**src/rtl/pool_pkg.sv**
```systemverilog
// rtl/pool_pkg.sv - shared state type and constants for the pooling controller
package pool_pkg;

  typedef enum logic [1:0] {
    IDLE = 2'd0,
    FILL = 2'd1,
    EMIT = 2'd2,
    DONE = 2'd3
  } pool_state_t;

  localparam int         POOL_WIN  = 4;
  localparam logic [7:0] POOL_HIGH = 8'h01;
  localparam logic [7:0] POOL_LOW  = 8'hFF;

endpackage

```
**src/rtl/pool_ctrl_thresh.sv**
```systemverilog
// rtl/pool_ctrl_thresh.sv - combinational threshold compare-and-map for one sample
module pool_thresh
  import pool_pkg::*;
#(
  parameter logic [7:0] THRESH = 8'd2
) (
  input  logic [7:0] sample,
  output logic [7:0] pooled
);

  // Strict unsigned compare: a sample equal to THRESH counts as low.
  assign pooled = (sample > THRESH) ? POOL_HIGH : POOL_LOW;

endmodule

```
**src/rtl/pool_ctrl.sv**
```systemverilog
// rtl/pool_ctrl.sv - 4-sample window pooling controller, optional win_count via POOL_CTRL_STATS_EN
module pool_ctrl
  import pool_pkg::*;
#(
  parameter logic [7:0] THRESH        = 8'd2,
  parameter int         FRAME_WINDOWS = 16
) (
  input  logic            clk,
  input  logic            rst,
  input  logic            start,
  input  logic            in_valid,
  input  logic [7:0]      in_data,
  output logic            in_ready,
  output logic            out_valid,
  output logic [3:0][7:0] out_pixels,
  input  logic            out_ready,
  output logic            busy,
  output logic            frame_done
`ifdef POOL_CTRL_STATS_EN
  ,
  output logic [7:0]      win_count
`endif
);

  localparam int         IDX_W    = $clog2(POOL_WIN);
  localparam logic [IDX_W-1:0] LAST_IDX = IDX_W'(POOL_WIN - 1);
  localparam logic [7:0] LAST_WIN = 8'(FRAME_WINDOWS - 1);

  pool_state_t      state;
  pool_state_t      next_state;
  logic [IDX_W-1:0] idx;
  logic [7:0]       win_cnt;
  logic [7:0]       pooled;
  logic             in_xfer;
  logic             out_xfer;

  // Transfers are decoded from state directly so they do not loop through the output logic.
  assign in_xfer  = in_valid  && (state == FILL);
  assign out_xfer = out_ready && (state == EMIT);

  pool_thresh #(
    .THRESH (THRESH)
  ) u_thresh (
    .sample (in_data),
    .pooled (pooled)
  );

  // State register.
  always_ff @(posedge clk or posedge rst) begin
    if (rst) begin
      state <= IDLE;
    end else begin
      state <= next_state;
    end
  end

  // Next-state decode and handshake outputs.
  always_comb begin
    next_state = state;
    in_ready   = 1'b0;
    out_valid  = 1'b0;
    busy       = 1'b1;
    frame_done = 1'b0;
    case (state)
      IDLE: begin
        busy = 1'b0;
        if (start) begin
          next_state = FILL;
        end
      end
      FILL: begin
        in_ready = 1'b1;
        if (in_xfer && (idx == LAST_IDX)) begin
          next_state = EMIT;
        end
      end
      EMIT: begin
        out_valid = 1'b1;
        if (out_xfer) begin
          next_state = (win_cnt == LAST_WIN) ? DONE : FILL;
        end
      end
      DONE: begin
        frame_done = 1'b1;
        next_state = IDLE;
      end
      default: begin
        next_state = IDLE;
      end
    endcase
  end

  // Window capture, slot index and per-frame window counter.
  always_ff @(posedge clk or posedge rst) begin
    if (rst) begin
      idx        <= '0;
      win_cnt    <= '0;
      out_pixels <= '0;
    end else begin
      case (state)
        IDLE: begin
          if (start) begin
            idx     <= '0;
            win_cnt <= '0;
          end
        end
        FILL: begin
          if (in_xfer) begin
            out_pixels[idx] <= pooled;
            idx             <= idx + 1'b1;
          end
        end
        EMIT: begin
          if (out_xfer && (win_cnt != LAST_WIN)) begin
            win_cnt <= win_cnt + 8'd1;
          end
        end
        default: begin
        end
      endcase
    end
  end

`ifdef POOL_CTRL_STATS_EN
  // Accepted-window count for the current frame; holds after DONE until the next start.
  always_ff @(posedge clk or posedge rst) begin
    if (rst) begin
      win_count <= 8'd0;
    end else if ((state == IDLE) && start) begin
      win_count <= 8'd0;
    end else if (out_xfer) begin
      win_count <= win_count + 8'd1;
    end
  end
`endif

endmodule

```
**config.mk**
```make
export PLATFORM = sky130hd
export DESIGN_NAME = pool_ctrl
export DESIGN_NICKNAME = d
export VERILOG_FILES = /design/src/rtl/pool_pkg.sv /design/src/rtl/pool_ctrl_thresh.sv /design/src/rtl/pool_ctrl.sv
export SDC_FILE = /design/constraint.sdc
export NUM_CORES = 1
export LEC_CHECK = 0
export CORE_MARGIN = 10
export CORE_UTILIZATION = 35
export CTS_BUF_LIST = sky130_fd_sc_hd__clkbuf_2 sky130_fd_sc_hd__clkbuf_4 sky130_fd_sc_hd__clkbuf_8
export DETAILED_ROUTE_END_ITERATION = 10
export HOLD_SLACK_MARGIN = 0.12
export PLACE_DENSITY_LB_ADDON = 0.08
export SLEW_MARGIN = 20
export SYNTH_ARGS = -nofsm -noshare
export SYNTH_HDL_FRONTEND = slang
export SYNTH_SLANG_ARGS = --single-unit
```
**constraint.sdc**
```tcl
create_clock -name clk -period 1.75 [get_ports clk]
set_input_delay 0.525 -clock clk [delete_from_list [all_inputs] [get_ports clk]]
set_output_delay 0.525 -clock clk [all_outputs]
set_load 0.01 [all_outputs]
```
# Yosys cells after proc, flatten, opt, wreduce, memory -nomap -nowiden

Cells that the tools add are included.

Flip-flop bits (word level): 44

Reduce and logical (&&, ||, !) cells: 12
Equal/unequal tests: 11
$add $sub $neg: 2
Order comparisons: 3
Muxes and demuxes: 19

Operators with widths:

| cell                  | number |
|---|---|
| $bwmux W32            | 1 |
| $mux W8               | 4 |
| $demux W8 S2          | 1 |
| $pmux W8 S2           | 1 |
| $mux W2               | 6 |
| $reduce_and A3 Y1     | 3 |
| $add A8 B1 Y8 const B | 1 |
| $eq A8 B4 Y1 const B  | 1 |
| $gt A8 B2 Y1 const B  | 1 |
| $ne A8 B4 Y1 const B  | 1 |
| $pmux W2 S4           | 1 |
| $eq A2 B2 Y1 const B  | 3 |
| $ne A2 B2 Y1 const B  | 3 |
| $logic_and A1 B1 Y1   | 5 |
| $mux W1               | 4 |
| $ne A2 B1 Y1 const B  | 2 |
| $pmux W2 S2           | 1 |
| $reduce_bool A2 Y1    | 2 |
| $lt A2 B3 Y1 const B  | 1 |
| $add A2 B1 Y2 const B | 1 |
| $eq A2 B1 Y1 const B  | 1 |
| $ge A2 B1 Y1 const B  | 1 |
| $logic_not A2 Y1      | 1 |
| $reduce_and A2 Y1     | 1 |

# Logic depth before layout (Yosys ltp)

Gate-level depths: netlist of the first run.

Depth in word-level cells: 5
Depth in mapped cells: 5
Gate-level depth less buffers: 5

# Modules after synthesis

Synthesis of the first run repeated with hierarchy kept, for this count alone.

Cell total of the unflattened synthesis: 158
Area, all modules: 2207.1 sq um

Modules (own cells, without submodules):

| module      | instances | sequential area each (sq um) | area each (sq um) | cells an instance |
|---|---|---|---|---|
| pool_ctrl   | 1         | 1101.1                       | 2128.3            | 148 |
| pool_thresh | 1         | 0.0                          | 78.8              | 10 |

# Least setup slack after synthesis of the first run

OpenSTA, ideal clock, no wires.

Path type: input-to-reg
Start point: input port in_data[6]
End point: register out_pixels[14] (netlist name)
Required time: 1.684 ns
Arrival: 1.565 ns
Buffers on the path: 0
Slack: 0.118 ns
Library setup time: 0.066 ns
Cell stages on the path: 3
Path through: or4_4 a2111oi_4 mux2_1

Word-level cells in the longest chain between the ends: 3

Ends and longest elaborated chain:

| item                           | line                   | text |
|---|---|---|
| start: declaration             | pool_ctrl.sv:12        | `input logic [7:0] in_data,` |
| $gt A8 B2 Y1                   | pool_ctrl_thresh.sv:12 | `assign pooled = (sample > THRESH) ? POOL_HIGH : POOL_LOW;` |
| $mux W8                        | pool_ctrl_thresh.sv:12 |  |
| $bwmux W32                     | pool_ctrl.sv:109       | `out_pixels[idx] <= pooled;` |
| end signal: indexed assignment | pool_ctrl.sv:109       |  |
| end: declaration               | pool_ctrl.sv:15        | `output logic [3:0][7:0] out_pixels,` |

No other way between the ends.
A chain may end at the register's enable or synchronous reset.

# Final worst setup path of the first run

Start point: register state[1]
End point: output port in_ready

Word-level cells in the longest chain between the ends: 2

Ends and longest elaborated chain:

| item                     | line            | text |
|---|---|---|
| start: declaration       | pool_ctrl.sv:29 | `pool_state_t state;` |
| start signal: assignment | pool_ctrl.sv:53 | `state <= next_state;` |
| $eq A2 B1 Y1             | pool_ctrl.sv:64 | `case (state)` |
| $mux W1                  | pool_ctrl.sv:64 |  |
| end: declaration         | pool_ctrl.sv:13 | `output logic in_ready,` |

No other way between the ends.

==> metrics, run 1 <==
pwr/cell area 890.3 nW/um2; period utilization 100.4%; critical path type reg -> out; final WL 3036 um; ratio of cells with drive above 1 in the final layout 27.33%; cts bufs inserted 3; 1st-iter DRT viols 45; sequential fraction of the synthesis area 40.36%; nets 191; Buf/Inv on CP 2; placer congestion estimate 0.8932; crit-path cells buf_6 -> and2b_1 -> buf_2; CTS HTree Levels 1; die width 79.52 um; drt drc 0; synth warn 0; initial antenna violation count 0; hold_ws 0.4718 ns; Avg Cell Area, Syn 10.08 um2; most frequent cells in the layout dlygate4sd2_1, buf_4, dfrtp_1, clkdlybuf4s50_1, nand2_1; fmax 569.3 MHz; PortBufs 48; Synth Cell Area 1240 um2; dpl ws -0.3803 ns; Cells after DPL 207; #FFs+latches synth 20; HP Class reg -> reg; most common library cell in the layout ignoring fill and taps dlygate4sd2_1; first-pass GRT wire length 5175 um; CTS tree built; # diodes 0; I/O Pins 49; M1 wire length 1254 um; Filler cells 317; Fin Setup TNS -0.007697 ns; largest net degree at the start of global routing 21; met2 wire length 1456 um; drt first pass iters 4; Worst VDD drop 0.0004669 V; top sig layer met4; crit start category register; DPL Wire Length 2414 um; GRT Resource Usage Total 9.905%; ANT nets after route 0; CP top delay family flip-flops; die height 79.52 um; crit path DAT 1.23 ns; final hold vios 0; Vias 1040; final non-filler cell total 218; CTS Buffer Depth 2; Clk pin slew, worst setup/hold paths 0.12 ns; Final min period 1.757 ns; slew margin rel. 77.25%; cell count after synthesis 123; Synth cell types 31; Avg WL per Cell 13.93 um; worst-skew pair later-pin latency 0.30 ns; failing checks negative setup slack; status complete, but fails checks; count of final setup violators 2; Std-Cell Rows 21; Worst Slack Setup Final -0.006627 ns; number of global-route vias before repair 1078; CP max stage cell dfrtp_1; Core Area 3390 um2; Syn Nets 141; die area 6323 um2; root buffer cell clkbuf_4; Setup Skew 0.005709 ns; Via density 4.771; static leakage 0.0009368 uW; Syn-to-layout area delta 47.63%; RSZ-0062 raised after global routing true; met3 WL 293 um; kind of end point of the critical path output port; worst path required time 1.22 ns; Worst-Margin Slew 0.3385 ns; Final Max Slew Viols 0; CP max stage delay 0.45 ns; largest fanout on the critical path 4; total of max-cap violations 0; Clock Sinks 20; Initial Util 36.58%; Overflow after GRT 0
## metal layers
metal  vias to the layer above  track usage (%)
met5                         -                0
met4                         0            4.301
met3                         4            4.054
met2                        36            16.59
met1                       497            10.73
li1                        503                -
## flip-flops by register name, summed over array words and instances (netlist names)
| signal | count |
|---|---|
| state | 2 |
| out_pixels | 8 |
| idx | 2 |
| win_cnt | 8 |
## power breakdown
group,switching (uW),internal (uW)
registers,60.1,534
logic,291,372
clock network,142,231
## cells by family (layout without fill, tap and decap cells)
group	count (synthesis)	count (layout)	synth area share [%]
simple gates	38	38	17.36
buf+inv	32	81	16.95
mux	8	8	7.063
compound gates	20	20	13.22
flops	20	20	40.36
fa+ha+maj	5	5	5.045
## synthesized netlist by cell type
master / n / share of area (%)
a22o_1: 6 / 4.2
mux2_2: 2 / 1.8
or2b_1: 1 / 0.61
nor2_1: 1 / 0.30
nor3_1: 2 / 0.81
o21ai_0: 4 / 1.6
mux2_1: 4 / 3.6
a21o_1: 3 / 1.8
or2_0: 1 / 0.50
nand2b_1: 4 / 2.0
nand4_1: 2 / 1.0
ha_1: 5 / 5.0
inv_1: 4 / 1.2
o41ai_1: 1 / 0.71
dfrtp_1: 20 / 40
o21bai_1: 2 / 1.2
or2_2: 2 / 1.0
nand3b_1: 3 / 1.8
mux2i_1: 2 / 1.6
o21a_1: 1 / 0.61
nand3_1: 7 / 2.8
a21oi_1: 2 / 0.81
nor4_1: 2 / 1.0
a2111oi_4: 1 / 2.2
or4_4: 1 / 0.91
and2_1: 2 / 1.0
and2b_1: 1 / 0.61
clkbuf_1: 4 / 1.2
and3_1: 1 / 0.50
buf_4: 24 / 15
nand2_1: 8 / 2.4
## what timing repair did
action,CTS,global route
pin swaps,1,1
gates cloned,0,0
endpoints found under the setup margin,38,16
gates resized for setup,50,20
endpoints found under the hold margin,0,0
setup buffers,6,1
hold buffers,0,0
## final timing paths
path | startpoint | end | slack [ns] | cells past startpoint
setup / recovery | state[1]$_DFFE_PP0P_ | in_ready | -0.007 | 3
setup reg to reg | state[1]$_DFFE_PP0P_ | win_cnt[0]$_DFFE_PP0P_ | 0.08 | 6
hold reg to reg | out_pixels[8]$_DFFE_PP0P_ | out_pixels[8]$_DFFE_PP0P_ | 0.47 | 1
min in group asynchronous | rst | win_cnt[4]$_DFFE_PP0P_ | 0.54 | 3
max in group asynchronous | rst | out_pixels[30]$_DFFE_PP0P_ | 0.98 | 3
hold / removal | out_pixels[8]$_DFFE_PP0P_ | out_pixels[8]$_DFFE_PP0P_ | 0.47 | 1
## cell type report
class / count / area [um2] / share of cell area [%]
Tap cell: 46 / 57.56 / 3.144
Clock inverter: 1 / 30.03 / 1.640
Clock buffer: 3 / 22.52 / 1.230
Timing Repair Buffer: 73 / 649.4 / 35.47
Multi-Input combinational cell: 71 / 549.3 / 30.01
Inverter: 4 / 15.01 / 0.8202
Sequential cell: 20 / 506.7 / 27.68
## metrics by stage
step	power (uW)	utilization [%]	cell area [um2]
after floorplan	947.7	-	1240
after global placement	1245	50.68	1718
after detailed placement	1249	50.68	1718
after CTS	1614	52.38	1775
after global routing	1771	54.01	1831
final	1630	54.01	1831
(Power assumes the default switching activity.)
==> run 2: changes to the inputs <==
==> constraint.sdc (replaced) <==
create_clock -name clk -period 1.75 [get_ports clk]
set_input_delay 0.525 -clock clk [delete_from_list [all_inputs] [get_ports clk]]
set_output_delay 0.525 -clock clk [all_outputs]
set_load 0.05 [all_outputs]
==> run 2 against run 1 <==
The flow still finishes with violations (negative setup slack). Cell area is 16% higher. Fmax is 0.20% higher. Total power is 23% higher. Critical path depth stayed put. Non-clock buffer count is 6 lower. First-iteration DRC count is 16% lower. Sequential power is 3% higher. Clock skew is 0.00082 ns lower. Count of clock-buffer cells in the layout is 1 higher. Worst hold slack better by 0.045 ns. Sequential cell count stayed put.
==> metrics, run 2 (synthesis results as in run 1) <==
dpl cell area 2043 um2 (was 1718 um2); count of final setup violators 1 (was 2); CP max stage cell dfrtp_2 (was dfrtp_1); Setup Skew 0.004886 ns (was 0.005709 ns); cts bufs inserted 3 (unchanged); Final Max Slew Viols 0 (unchanged); HP Class reg -> reg (unchanged); Final min period 1.753 ns (was 1.757 ns); slew margin rel. 76.96% (was 77.25%); RSZ-0062 raised after global routing true (unchanged); total of max-cap violations 0 (unchanged); Initial Util 36.58% (unchanged); initial antenna violation count 0 (unchanged); Via density 4.731 (was 4.771); largest net degree at the start of global routing 21 (unchanged); first-pass GRT wire length 5271 um (was 5175 um); failing checks negative setup slack (unchanged); critical path type reg -> out (unchanged); kind of end point of the critical path output port (unchanged); static leakage 0.0009510 uW (was 0.0009368 uW); Cells after DPL 204 (was 207); most common library cell in the layout ignoring fill and taps buf_12 (was dlygate4sd2_1); Worst VDD drop 0.0004597 V (was 0.0004669 V); Clock Sinks 20 (unchanged); root buffer cell clkbuf_4 (unchanged); nets 185 (was 191); CTS hold repair buffers 0 (unchanged); Filler cells 260 (was 317); CTS tree built (unchanged); final hold vios 0 (unchanged); period utilization 100.2% (was 100.4%); final non-filler cell total 212 (was 218); I/O Pins 49 (unchanged); Buf/Inv on CP 2 (unchanged); fin area 2127 um2 (was 1831 um2); ANT nets after route 0 (unchanged); die area 6323 um2 (unchanged); Largest regs out_pixels x8, win_cnt x8 (unchanged); Clk pin slew, worst setup/hold paths 0.11 ns (was 0.12 ns); status complete, but fails checks (unchanged); Syn-to-layout area delta 71.54% (was 47.63%); pwr/cell area 941.0 nW/um2 (was 890.3 nW/um2); 1st-iter DRT viols 38 (was 45); Avg WL per Cell 15.43 um (was 13.93 um); crit start category register (unchanged); most frequent cells in the layout buf_12, buf_4, dfrtp_1, clkdlybuf4s50_1, nand2_1 (was dlygate4sd2_1, buf_4, dfrtp_1, clkdlybuf4s50_1, nand2_1); CTS Buffer Depth 2 (unchanged); CP max stage delay 0.46 ns (was 0.45 ns); Worst Slack Setup Final -0.003136 ns (was -0.006627 ns); die width 79.52 um (unchanged); Worst-Margin Slew 0.3427 ns (was 0.3385 ns); die height 79.52 um (unchanged); GRT Resource Usage Total 10.27% (was 9.905%); PortBufs 48 (unchanged); crit-path cells or2b_1 -> inv_2 -> buf_12 (was buf_6 -> and2b_1 -> buf_2); crit path DAT 1.23 ns (about the same); DPL Wire Length 2669 um (was 2414 um); drt first pass iters 4 (unchanged); Overflow after GRT 0 (unchanged); placer congestion estimate 0.8010 (was 0.8932); number of global-route vias before repair 1085 (was 1078); largest fanout on the critical path 8 (was 4); CP top delay family flip-flops (unchanged); final WL 3272 um (was 3036 um); worst path required time 1.22 ns (about the same); Std-Cell Rows 21 (unchanged); worst-skew pair later-pin latency 0.30 ns (about the same); Core Area 3390 um2 (unchanged); CTS HTree Levels 1 (unchanged); fmax 570.4 MHz (was 569.3 MHz); drt drc 0 (unchanged); ratio of cells with drive above 1 in the final layout 42.77% (was 27.33%); # diodes 0 (unchanged); Vias 1003 (was 1040)
-- run 2: worst paths after layout --
kind | start | to | slack [ns] | depth (start not counted)
worst max-delay path | state[0]$_DFFE_PP0P_ | out_valid | -0.003 | 3
worst max register to register | state[1]$_DFFE_PP0P_ | win_cnt[0]$_DFFE_PP0P_ | 0.07 | 6
min in group asynchronous | rst | win_cnt[4]$_DFFE_PP0P_ | 0.54 | 3
worst min register to register | out_pixels[14]$_DFFE_PP0P_ | out_pixels[14]$_DFFE_PP0P_ | 0.52 | 1
worst min-delay path | out_pixels[14]$_DFFE_PP0P_ | out_pixels[14]$_DFFE_PP0P_ | 0.52 | 1
max in group asynchronous | rst | state[0]$_DFFE_PP0P_ | 0.97 | 3
-- run 2: layout make-up --
class                   count  area (um2)  share of cell area (%)
multi-input cells          71       540.5                   25.41
well taps                  46       57.56                   2.706
clock buffers               4       36.28                   1.706
repair buffers             67       974.7                   45.82
flip-flops and latches     20       503.0                   23.65
inverters                   4       15.01                  0.7059
-- run 2: routing by layer --
metal / GRT usage (%) / up-vias / wire (um)
met3: 3.041 / 2 / 191
met4: 3.763 / 0 / 17
met2: 19.42 / 27 / 1900
met1: 10.24 / 488 / 1162
met5: 0 / - / 0
li1: - / 486 / -
-- run 2: where the power goes --
part	internal [uW]	total, uW	switching, uW	leakage [uW]
Clock	127	267	141	0.0000210
Sequential	534	613	79.1	0.000252
Combinational	531	1120	590	0.000678
-- run 2: per-stage QoR --
| stage | util (%) | total power [uW] | hold WS (ns) | setup TNS [ns] | setup slack [ns] |
|---|---|---|---|---|---|
| 6_report | 62.75 | 2002 | 0.5166 | -0.003136 | -0.003136 |
| 5_1_grt | 62.75 | 2125 | 0.5571 | -0.1406 | -0.05448 |
| 4_1_cts | 62.46 | 2034 | 0.5083 | -0.04259 | -0.03090 |
| 3_5_place_dp | 60.28 | 1712 | 0.4918 | -2.975 | -0.3783 |
| 3_3_place_gp | 60.28 | 1691 | 0.4777 | -2.723 | -0.3483 |
| 2_1_floorplan | - | 1228 | 0.4732 | 0 | 0.1162 |
-- run 2: timing repair --
action                                 CTS  global route
pin swaps                                1             0
setup endpoints to repair                7             5
setup buffers                            4             0
resized for setup                        5             2
endpoints found under the hold margin    0             0
==> run 3: changes to the inputs <==
--- a/config.mk
+++ b/config.mk
@@ -6,11 +6,11 @@
 export NUM_CORES = 1
 export LEC_CHECK = 0
 export CORE_MARGIN = 10
-export CORE_UTILIZATION = 35
+export CORE_UTILIZATION = 40
 export CTS_BUF_LIST = sky130_fd_sc_hd__clkbuf_2 sky130_fd_sc_hd__clkbuf_4 sky130_fd_sc_hd__clkbuf_8
 export DETAILED_ROUTE_END_ITERATION = 10
 export HOLD_SLACK_MARGIN = 0.12
-export PLACE_DENSITY_LB_ADDON = 0.08
+export PLACE_DENSITY = 0.77
 export SLEW_MARGIN = 20
 export SYNTH_ARGS = -nofsm -noshare
 export SYNTH_HDL_FRONTEND = slang
==> run 3 against run 2 <==
The flow still finishes with violations (negative setup slack). Cell area up 2.6%. Critical path depth did not move. Sequential cell count is the same. Non-clock buffer count up 4. Utilization rose by 10 points. Total power is 11% higher. Worst setup slack worse by 0.034 ns. Wire length is 3.6% higher. Clock skew hardly changed. Worst hold slack got worse by 0.037 ns.
==> metrics, run 3 (synthesis results as in run 1) <==
Final Max Slew Viols 0 (unchanged); Worst VDD drop 0.0006213 V (was 0.0004597 V); Comb power frac 54.2% (was 56.0%); failing checks negative setup slack (unchanged); Reg power frac 28.5% (was 30.6%); status complete, but fails checks (unchanged); DPL Wire Length 2779 um (was 2669 um); critical path type reg -> out (unchanged); die height 75.68 um (was 79.52 um); Via density 5.167 (was 4.731); Power Internal 1365 uW (was 1192 uW); largest fanout on the critical path 4 (was 8); clock power share 17.4% (was 13.4%); crit-path cells buf_6 -> or2_4 -> buf_8 (was or2b_1 -> inv_2 -> buf_12); Overflow after GRT 0 (unchanged); pwr/cell area 1017 nW/um2 (was 941.0 nW/um2); Clk pin slew, worst setup/hold paths 0.12 ns (was 0.11 ns); CP max stage delay 0.45 ns (was 0.46 ns); Clock Sinks 20 (unchanged); CTS Buffer Depth 2 (unchanged); Final min period 1.787 ns (was 1.753 ns); final WL 3391 um (was 3272 um); static leakage 0.0009776 uW (was 0.0009510 uW); Worst Slack Setup Final -0.03664 ns (was -0.003136 ns); first-pass GRT wire length 5333 um (was 5271 um); slew margin rel. 74.94% (was 76.96%); crit start category register (unchanged); Cells after DPL 190 (was 204); kind of end point of the critical path output port (unchanged); drt drc 0 (unchanged); Initial Util 41.29% (was 36.58%); final non-filler cell total 203 (was 212); Syn-to-layout area delta 76.08% (was 71.54%); NetSw 854.6 uW (was 809.8 uW); cts bufs inserted 3 (unchanged); nets 189 (was 185); period utilization 102.1% (was 100.2%); GRT Resource Usage Total 12.20% (was 10.27%); total of max-cap violations 0 (unchanged); 1st-iter DRT viols 24 (was 38); CTS hold repair buffers 0 (unchanged); count of final setup violators 2 (was 1); placer congestion estimate 0.8784 (was 0.8010); Worst-Margin Slew 0.3756 ns (was 0.3427 ns); root buffer cell clkbuf_4 (unchanged); CP max stage cell dfrtp_2 (unchanged); fmax 559.7 MHz (was 570.4 MHz); crit path DAT 1.26 ns (was 1.23 ns); # diodes 0 (unchanged); I/O Pins 49 (unchanged); most frequent cells in the layout buf_12, buf_4, dfrtp_1, clkdlybuf4s50_1, nand2_1 (unchanged); Buf/Inv on CP 2 (unchanged); ANT nets after route 0 (unchanged); hold_ws 0.4792 ns (was 0.5166 ns); Core Area 3003 um2 (was 3390 um2); Std-Cell Rows 20 (was 21); PortBufs 48 (unchanged); CTS HTree Levels 1 (unchanged); CP top delay family flip-flops (unchanged); largest net degree at the start of global routing 14 (was 21); die width 75.68 um (was 79.52 um); worst path required time 1.22 ns (about the same); initial antenna violation count 0 (unchanged); drt first pass iters 4 (unchanged); most common library cell in the layout ignoring fill and taps buf_12 (unchanged); HP Class in -> async (was reg -> reg); worst-skew pair later-pin latency 0.31 ns (was 0.30 ns); number of global-route vias before repair 1067 (was 1085); Setup Skew 0.005192 ns (was 0.004886 ns); crit path launch state[0]$_DFFE_PP0P_ (unchanged); worst r2r src state[0]$_DFFE_PP0P_ (was state[1]$_DFFE_PP0P_); ratio of cells with drive above 1 in the final layout 45.88% (was 42.77%); final hold vios 0 (unchanged); die area 5727 um2 (was 6323 um2); Sw Share 38.49% (was 40.46%); CTS tree built (unchanged); Vias 1049 (was 1003); RSZ-0062 raised after global routing true (unchanged); Largest regs out_pixels x8, win_cnt x8 (unchanged); Avg WL per Cell 16.70 um (was 15.43 um)
==> run 3: power groups by stage <==
stage / clock network, uW / logic, uW / registers, uW
floorplan: 0 / 536 / 691
global placement: 0 / 1030 / 649
detailed placement: 0 / 1070 / 656
CTS: 390 / 1160 / 636
global route: 422 / 1270 / 640
finish: 386 / 1200 / 632
==> run 3: metrics by stage <==
| stage | TNS [ns] | cell area [um2] | utilization (%) | setup WS [ns] | total power (uW) |
|---|---|---|---|---|---|
| floorplan | 0 | 1241 | - | 0.1162 | 1228 |
| global placement | -2.422 | 2032 | 67.67 | -0.3489 | 1682 |
| detailed placement | -2.994 | 2032 | 67.67 | -0.4267 | 1721 |
| CTS | -0.07587 | 2140 | 71.25 | -0.05312 | 2184 |
| global route | -0.2109 | 2183 | 72.71 | -0.07655 | 2333 |
| finish | -0.03872 | 2183 | 72.71 | -0.03664 | 2220 |
==> run 3: final cells by class <==
class	count	area, um2
timing repair buffer	71	1025
fill	206	819.5
multi-input combinational	71	540.5
sequential	20	506.7
tap	33	41.29
clock inverter	1	30.03
clock buffer	3	22.52
inverter	4	17.52
==> run 3: what timing repair did <==
| action | CTS | global route |
|---|---|---|
| pin swaps | 1 | 0 |
| gates resized for setup | 10 | 4 |
| cloned | 0 | 0 |
| setup endpoints to repair | 29 | 4 |
| setup buffers | 5 | 4 |
==> run 3: metal layers <==
metal  GRT usage, %  share of wire (%)  up-vias
met1          13.67                 42      495
met5              0                  0        -
met3          3.125                9.1        7
li1               -                  -      498
met2          21.44                 47       49
met4          4.948                1.9        0
==> run 3: path summary, 6_finish.rpt <==
check	endpoint	slack (ns)	cells past startpoint
setup reg to reg	win_cnt[0]$_DFFE_PP0P_	0.05	6
min in group clk	out_pixels[6]$_DFFE_PP0P_	0.52	1
setup / recovery	busy	-0.04	3
hold / removal	win_cnt[4]$_DFFE_PP0P_	0.48	2
max in group asynchronous	out_pixels[14]$_DFFE_PP0P_	0.87	3
hold reg to reg	out_pixels[6]$_DFFE_PP0P_	0.52	1
